--- src/rtl/lsu_unit_if.sv ---
// Request/response and memory-port bundle for lsu_unit.
// slave = the load/store unit, master = the core/memory side driving it.
interface lsu_unit_if #(
    parameter int XLEN   = 32,
    parameter int ADDR_W = 32
);
    logic                req_valid;
    logic                req_ready;
    logic                req_write;
    logic [2:0]          req_func3;
    logic [ADDR_W-1:0]   req_addr;
    logic [XLEN-1:0]     req_wdata;
    logic                rsp_valid;
    logic                rsp_ready;
    logic [XLEN-1:0]     rsp_rdata;
    logic                rsp_err;
    logic                mem_req;
    logic                mem_we;
    logic [ADDR_W-1:0]   mem_addr;
    logic [XLEN/8-1:0]   mem_wmask;
    logic [XLEN-1:0]     mem_wdata;
    logic                mem_rvalid;
    logic [XLEN-1:0]     mem_rdata;

    modport slave (
        input  req_valid, req_write, req_func3, req_addr, req_wdata, rsp_ready,
               mem_rvalid, mem_rdata,
        output req_ready, rsp_valid, rsp_rdata, rsp_err,
               mem_req, mem_we, mem_addr, mem_wmask, mem_wdata
    );

    modport master (
        output req_valid, req_write, req_func3, req_addr, req_wdata, rsp_ready,
               mem_rvalid, mem_rdata,
        input  req_ready, rsp_valid, rsp_rdata, rsp_err,
               mem_req, mem_we, mem_addr, mem_wmask, mem_wdata
    );
endinterface

--- src/rtl/lsu_unit.sv ---
// Multicycle load/store unit: IDLE -> WAIT (mem req/ack, timeout) -> RESP.
// Define LSU_MISALIGN_TRAP_EN to fault misaligned accesses instead of aligning them down.
module lsu_unit #(
    parameter int XLEN    = 32,
    parameter int ADDR_W  = 32,
    parameter int TIMEOUT = 16
) (
    input  logic       clk,
    input  logic       rst,
    lsu_unit_if.slave  bus
);
    localparam int MASK_W = XLEN / 8;
    localparam int OFF_W  = $clog2(MASK_W);
    localparam int CNT_W  = $clog2(TIMEOUT);

    typedef enum logic [1:0] {IDLE, WAIT, RESP} state_t;

    state_t             state, state_nxt;
    logic [CNT_W-1:0]   cnt;
    logic [OFF_W-1:0]   lat_off;
    logic [1:0]         lat_size;
    logic               lat_uns;
    logic               lat_write;

    logic [1:0]         size;
    logic [OFF_W-1:0]   off, size_mask, off_use;
    logic               illegal, trap, tmo;
    logic [MASK_W-1:0]  wmask;
    logic [XLEN-1:0]    shifted, ld_fmt;

    logic               rsp_err_q, mem_req_q, mem_we_q;
    logic [XLEN-1:0]    rsp_rdata_q, mem_wdata_q;
    logic [ADDR_W-1:0]  mem_addr_q;
    logic [MASK_W-1:0]  mem_wmask_q;

    // Request decode: lane offset, fault detection and byte-enable mask.
    always_comb begin
        size      = bus.req_func3[1:0];
        off       = bus.req_addr[OFF_W-1:0];
        size_mask = OFF_W'((32'd1 << size) - 32'd1);
        illegal   = (XLEN == 32) && (size == 2'b11);
`ifdef LSU_MISALIGN_TRAP_EN
        off_use   = off;
        trap      = illegal || ((off & size_mask) != '0);
`else
        off_use   = off & ~size_mask;
        trap      = illegal;
`endif
        wmask     = MASK_W'(((32'd1 << (32'd1 << size)) - 32'd1) << off_use);
    end

    // Load formatting from the latched request; sign-extend unless func3[2].
    always_comb begin
        tmo     = (cnt == CNT_W'(TIMEOUT - 1));
        shifted = bus.mem_rdata >> {lat_off, 3'b000};
        ld_fmt  = shifted;
        case (lat_size)
            2'b00: begin
                if (lat_uns) ld_fmt = XLEN'(shifted[7:0]);
                else         ld_fmt = XLEN'($signed(shifted[7:0]));
            end
            2'b01: begin
                if (lat_uns) ld_fmt = XLEN'(shifted[15:0]);
                else         ld_fmt = XLEN'($signed(shifted[15:0]));
            end
            2'b10: begin
                if (lat_uns) ld_fmt = XLEN'(shifted[31:0]);
                else         ld_fmt = XLEN'($signed(shifted[31:0]));
            end
            default: ld_fmt = shifted;
        endcase
    end

    always_comb begin
        state_nxt = state;
        case (state)
            IDLE:    if (bus.req_valid) state_nxt = trap ? RESP : WAIT;
            WAIT:    if (bus.mem_rvalid || tmo) state_nxt = RESP;
            RESP:    if (bus.rsp_ready) state_nxt = IDLE;
            default: state_nxt = IDLE;
        endcase
    end

    always_ff @(posedge clk or posedge rst) begin
        if (rst) state <= IDLE;
        else     state <= state_nxt;
    end

    always_ff @(posedge clk or posedge rst) begin
        if (rst) begin
            cnt         <= '0;
            lat_off     <= '0;
            lat_size    <= '0;
            lat_uns     <= 1'b0;
            lat_write   <= 1'b0;
            rsp_err_q   <= 1'b0;
            rsp_rdata_q <= '0;
            mem_req_q   <= 1'b0;
            mem_we_q    <= 1'b0;
            mem_addr_q  <= '0;
            mem_wmask_q <= '0;
            mem_wdata_q <= '0;
        end else begin
            mem_req_q <= 1'b0;
            case (state)
                IDLE: if (bus.req_valid) begin
                    lat_off   <= off_use;
                    lat_size  <= size;
                    lat_uns   <= bus.req_func3[2];
                    lat_write <= bus.req_write;
                    cnt       <= '0;
                    if (trap) begin
                        rsp_err_q   <= 1'b1;
                        rsp_rdata_q <= '0;
                    end else begin
                        mem_req_q   <= 1'b1;
                        mem_we_q    <= bus.req_write;
                        mem_addr_q  <= {bus.req_addr[ADDR_W-1:OFF_W], {OFF_W{1'b0}}};
                        mem_wmask_q <= bus.req_write ? wmask : '0;
                        mem_wdata_q <= bus.req_wdata << {off_use, 3'b000};
                    end
                end
                WAIT: begin
                    // An ack on the timeout cycle still wins over the fault.
                    if (bus.mem_rvalid) begin
                        cnt         <= '0;
                        rsp_err_q   <= 1'b0;
                        rsp_rdata_q <= lat_write ? '0 : ld_fmt;
                    end else if (tmo) begin
                        cnt         <= '0;
                        rsp_err_q   <= 1'b1;
                        rsp_rdata_q <= '0;
                    end else begin
                        cnt <= cnt + 1'b1;
                    end
                end
                default: ;
            endcase
        end
    end

    assign bus.req_ready = (state == IDLE);
    assign bus.rsp_valid = (state == RESP);
    assign bus.rsp_err   = rsp_err_q;
    assign bus.rsp_rdata = rsp_rdata_q;
    assign bus.mem_req   = mem_req_q;
    assign bus.mem_we    = mem_we_q;
    assign bus.mem_addr  = mem_addr_q;
    assign bus.mem_wmask = mem_wmask_q;
    assign bus.mem_wdata = mem_wdata_q;
endmodule

--- src/flat_wrapper.sv ---
// flat-port wrapper written by rule: the top's interface ports become plain ports
module lsu_unit_flat 
#(
    parameter int XLEN    = 32,
    parameter int ADDR_W  = 32,
    parameter int TIMEOUT = 16
)
  (clk, rst, bus_req_valid, bus_req_write, bus_req_func3, bus_req_addr, bus_req_wdata, bus_rsp_ready, bus_mem_rvalid, bus_mem_rdata, bus_req_ready, bus_rsp_valid, bus_rsp_rdata, bus_rsp_err, bus_mem_req, bus_mem_we, bus_mem_addr, bus_mem_wmask, bus_mem_wdata);
  lsu_unit_if #(.XLEN(XLEN), .ADDR_W(ADDR_W)) bus_i ();
  input  logic clk;
  input  logic rst;
  input wire logic [$bits(bus_i.req_valid)-1:0] bus_req_valid;
  input wire logic [$bits(bus_i.req_write)-1:0] bus_req_write;
  input wire logic [$bits(bus_i.req_func3)-1:0] bus_req_func3;
  input wire logic [$bits(bus_i.req_addr)-1:0] bus_req_addr;
  input wire logic [$bits(bus_i.req_wdata)-1:0] bus_req_wdata;
  input wire logic [$bits(bus_i.rsp_ready)-1:0] bus_rsp_ready;
  input wire logic [$bits(bus_i.mem_rvalid)-1:0] bus_mem_rvalid;
  input wire logic [$bits(bus_i.mem_rdata)-1:0] bus_mem_rdata;
  output wire logic [$bits(bus_i.req_ready)-1:0] bus_req_ready;
  output wire logic [$bits(bus_i.rsp_valid)-1:0] bus_rsp_valid;
  output wire logic [$bits(bus_i.rsp_rdata)-1:0] bus_rsp_rdata;
  output wire logic [$bits(bus_i.rsp_err)-1:0] bus_rsp_err;
  output wire logic [$bits(bus_i.mem_req)-1:0] bus_mem_req;
  output wire logic [$bits(bus_i.mem_we)-1:0] bus_mem_we;
  output wire logic [$bits(bus_i.mem_addr)-1:0] bus_mem_addr;
  output wire logic [$bits(bus_i.mem_wmask)-1:0] bus_mem_wmask;
  output wire logic [$bits(bus_i.mem_wdata)-1:0] bus_mem_wdata;
  assign bus_i.req_valid = bus_req_valid;
  assign bus_i.req_write = bus_req_write;
  assign bus_i.req_func3 = bus_req_func3;
  assign bus_i.req_addr = bus_req_addr;
  assign bus_i.req_wdata = bus_req_wdata;
  assign bus_i.rsp_ready = bus_rsp_ready;
  assign bus_i.mem_rvalid = bus_mem_rvalid;
  assign bus_i.mem_rdata = bus_mem_rdata;
  assign bus_req_ready = bus_i.req_ready;
  assign bus_rsp_valid = bus_i.rsp_valid;
  assign bus_rsp_rdata = bus_i.rsp_rdata;
  assign bus_rsp_err = bus_i.rsp_err;
  assign bus_mem_req = bus_i.mem_req;
  assign bus_mem_we = bus_i.mem_we;
  assign bus_mem_addr = bus_i.mem_addr;
  assign bus_mem_wmask = bus_i.mem_wmask;
  assign bus_mem_wdata = bus_i.mem_wdata;
  lsu_unit #(.XLEN(XLEN), .ADDR_W(ADDR_W), .TIMEOUT(TIMEOUT)) u_core (.clk(clk), .rst(rst), .bus(bus_i));
endmodule
--- config.mk ---
export PLATFORM = sky130hd
export DESIGN_NAME = lsu_unit_flat
export DESIGN_NICKNAME = d
export VERILOG_FILES = /design/src/rtl/lsu_unit_if.sv /design/src/rtl/lsu_unit.sv /design/src/flat_wrapper.sv
export SDC_FILE = /design/constraint.sdc
export NUM_CORES = 1
export LEC_CHECK = 0
export BUFFER_PORTS_ARGS = -buffer_cell sky130_fd_sc_hd__buf_2
export CORE_MARGIN = 1.5
export CORE_UTILIZATION = 25
export DETAILED_ROUTE_END_ITERATION = 6
export GPL_TIMING_DRIVEN = 0
export PLACE_DENSITY = 0.51
export SLEW_MARGIN = 20
export SYNTH_ARGS = -nofsm -noshare
export SYNTH_HDL_FRONTEND = slang
export SYNTH_SLANG_ARGS = --single-unit
export TNS_END_PERCENT = 10
--- constraint.sdc ---
create_clock -name clk -period 5.19 [get_ports clk]
set_clock_uncertainty 0.2 [all_clocks]
set_input_delay 0.7785 -clock clk [delete_from_list [all_inputs] [get_ports clk]]
set_output_delay 0.7785 -clock clk [all_outputs]
set_load 0.02 [all_outputs]
==> impl_metrics.tcl <==
set metrics [dict create \
    grt_first_pass_wirelength_um 26900 \
    cts-resized-gates 0 \
    cts.htree.levels 4 \
    post_layout_nonfiller_instances 1020 \
    start_util 0.2576 \
    dp.cells 988 \
    yosys.area.top_type "sky130_fd_sc_hd__dfrtp_1" \
    number_of_enable_flip_flop_cells_after_synthesis 0 \
    fin_crit_ns 2.719 \
    timing.fmax_mhz 367.8 \
    nNetsFinal 844 \
    synth.ff_latch_count 113 \
    rsz_0062_raised_after_global_routing "false" \
    max_cap_viol_count 0 \
    cp-end-kind "flip-flop" \
    timing.critical_path.required_ns 5.24 \
    leading_cell_types_in_the_layout_fill_and_taps_excluded "sky130_fd_sc_hd__buf_2 (218), sky130_fd_sc_hd__nand2_1 (134), sky130_fd_sc_hd__dfrtp_1 (113)" \
    synthDominantCellAreaShare 0.5355 \
    coreArea_um2 20490 \
    antenna_found_initial 0 \
    worst-r2r-cell-count 4 \
    detail_route.wirelength_um 17440 \
    setup_viol 0 \
    global_route.usage.total 0.1622 \
    final_common_cell "sky130_fd_sc_hd__buf_2" \
    synth_cells 510 \
    antenna_cells_inserted 0 \
    hold_path.class "in2async" \
    groute.layer.met1.usage 0.2180 \
    io_buffer_count 206 \
    die_w_um 148.3 \
    deepest_clock_path_buffer_count 2 \
    route.vias.total 4664 \
    die_height_um 148.3 \
    drive_above_1_share 0.3840 \
    placedInstanceArea_um2 6685 \
    grt_most_used_layer "met2" \
    clkTransAtPathRegs_ns 0.06 \
    ys_dominant_reg_cell "sky130_fd_sc_hd__dfrtp_1" \
    global_route.usage.met2 0.2397 \
    detail_route.first_pass.iterations 5 \
    tritoncts "built" \
    die_area_um2 22000 \
    fraction_of_met3_tracks_used_by_global_routing 0.06104 \
    stdcell_area_um2 7236 \
    cts_buffers 17 \
    place.gp.congestion 0.7907 \
    fp-row-count 52 \
    numClockSinks 113 \
    worstMarginPinSlew_ns 1.008 \
    antenna_violating_nets_post_route 0 \
    path_class "reg2reg" \
    outcome "finished, final reports clean" \
    syn-cell-area_um2 5280 \
    clk-insertion-delay-late_ns 0.42 \
    synth_warnings 0 \
    final-max-slew-violation-count 0 \
    ir_drop_mv 0.2299 \
    gr-total-overflow 0 \
    startpoint_type "flip-flop" \
    post_dp_hpwl_um 12780 \
    avgRoutedWirePerCell_um 17.10 \
    avgViaCountPerCell 4.573 \
    yosys.cell_types.count 44 \
    sequential_cell_area_fraction_in_the_yosys_report 0.5355 \
    area_grow_syn2layout_pct 37.04 \
    drc 0 \
    hold_buffers 0 \
    post_synth_main_area_contributors "sky130_fd_sc_hd__dfrtp_1 (54%), sky130_fd_sc_hd__nand2_1 (9.5%), sky130_fd_sc_hd__mux2i_1 (6.1%)" \
    critical_path.reg2reg.endpoint "u_core.bus.mem_wdata[24]$_DFFE_PP0P_" \
    clockRootBuffer "sky130_fd_sc_hd__clkbuf_16" \
    postCtsSetupBuffers 0 \
    largest_net_degree_at_the_start_of_global_routing 61 \
    final_util 0.3531 \
    layout_setup_ws_ns 2.471 \
    timing.max_slew.rel_slack 0.3281 \
    leak_pwr_uw 0.003655 \
    fin_worst_hold_slack_ns 0.2006 \
    syn-mean-instance-area_um2 10.35 \
    worstReg2RegStart "u_core.state[1]$_DFFE_PP0P_" \
    timing.critical_path.arrival_ns 2.77 \
    setup_slack_at_placement_ns 2.025 \
    cellPowerDensity_nw_per_um2 609.3 \
    worst-r2r-setup-slack_ns 2.47 \
    min_period_over_period 0.5238 \
    drt-initial-drc-count 210 \
    async_reset_ff_frac 1.000 \
    floorplan.io_pins 210 \
    grt_pass1_vias 4713 \
    largest_fanout_on_the_critical_path 10 \
    final_hold_viol_count 0 \
]
-- state kept, by name, indices dropped and copies added (netlist names), 2 cells and up --
register,cells
u_core.bus.mem_wdata,32
u_core.bus.rsp_rdata,32
u_core.bus.mem_addr,30
u_core.bus.mem_wmask,4
u_core.cnt,4
u_core.lat_off,2
u_core.lat_size,2
u_core.state,2
-- critical path, cell delays in order (launching register included) --
cell and delay, ns:
sky130_fd_sc_hd__dfrtp_1 0.48, sky130_fd_sc_hd__nor3b_2 0.44, sky130_fd_sc_hd__nand2_1 0.39, sky130_fd_sc_hd__a21oi_1 0.89
sky130_fd_sc_hd__a21oi_1 0.15
-- how the worst max path moves through the flow --
stage                                            to  depth (start not counted)                        start
3_3_place_gp   u_core.bus.rsp_rdata[19]$_DFFE_PP0P_                          2                          rst
5_1_grt        u_core.bus.mem_wdata[27]$_DFFE_PP0P_                          4  u_core.state[1]$_DFFE_PP0P_
6_report       u_core.bus.mem_wdata[24]$_DFFE_PP0P_                          4  u_core.state[1]$_DFFE_PP0P_
3_5_place_dp    u_core.bus.mem_wmask[0]$_DFFE_PP0P_                          7             bus_req_func3[1]
2_1_floorplan   u_core.bus.mem_addr[10]$_DFFE_PP0P_                          1                          rst
4_1_cts        u_core.bus.mem_wdata[24]$_DFFE_PP0P_                          4  u_core.state[1]$_DFFE_PP0P_
-- per-layer routing --
layer,wire length [um],part of all wire
met4,257,0.015
met5,0,0
met2,7539,0.43
met1,8103,0.46
met3,1537,0.088
-- cells by family after synthesis --
group,after synthesis,share of synthesized area
buffers and inverters,41,0.03981
muxes,49,0.09905
other,1,0.0007102
and+or+nand+nor,188,0.1588
DFF,113,0.5355
adders and majority gates,2,0.004739
AOI/OAI and AO/OA,115,0.1597
xor gates and xnor gates,1,0.001659
-- where the power goes --
| part | internal, uW | total (uW) | switching (uW) |
|---|---|---|---|
| Combinational | 662 | 1840 | 1180 |
| Clock | 626 | 1100 | 474 |
| Sequential | 1260 | 1470 | 215 |
| Total | 2540 | 4410 | 1870 |
-- per-stage QoR --
step / TNS [ns] / power (uW)
after global placement: -40.70 / 3333
final: 0 / 4409
after global routing: 0 / 4703
after floorplan: 0 / 2647
after CTS: 0 / 4475
after detailed placement: 0 / 3345
-- synthesized netlist by cell type, types with 3 or more instances --
master,count
sky130_fd_sc_hd__nand2_1,134
sky130_fd_sc_hd__dfrtp_1,113
sky130_fd_sc_hd__mux2i_1,32
sky130_fd_sc_hd__o21ai_0,32
sky130_fd_sc_hd__nor2_1,22
sky130_fd_sc_hd__a21oi_1,18
sky130_fd_sc_hd__a22o_1,17
sky130_fd_sc_hd__a221o_1,16
sky130_fd_sc_hd__mux2_2,16
sky130_fd_sc_hd__o2bb2ai_1,16
sky130_fd_sc_hd__buf_2,12
sky130_fd_sc_hd__clkbuf_1,12
sky130_fd_sc_hd__nand3b_1,9
sky130_fd_sc_hd__a221oi_1,8
sky130_fd_sc_hd__buf_4,7
sky130_fd_sc_hd__inv_1,5
sky130_fd_sc_hd__nand3_1,4
sky130_fd_sc_hd__nand2b_1,3
sky130_fd_sc_hd__nor3b_2,3
-- layout make-up --
cell class / count / area, um2
Sequential cell: 113 / 2828
Timing Repair Buffer: 207 / 1059
Buffer: 35 / 187.7
Fill cell: 2101 / 13260
Clock inverter: 14 / 121.4
Clock buffer: 18 / 429.2
Inverter: 6 / 27.53
Multi-Input combinational cell: 357 / 2246
Tap cell: 270 / 337.8
Note: power is estimated with default switching activity, not from simulation.
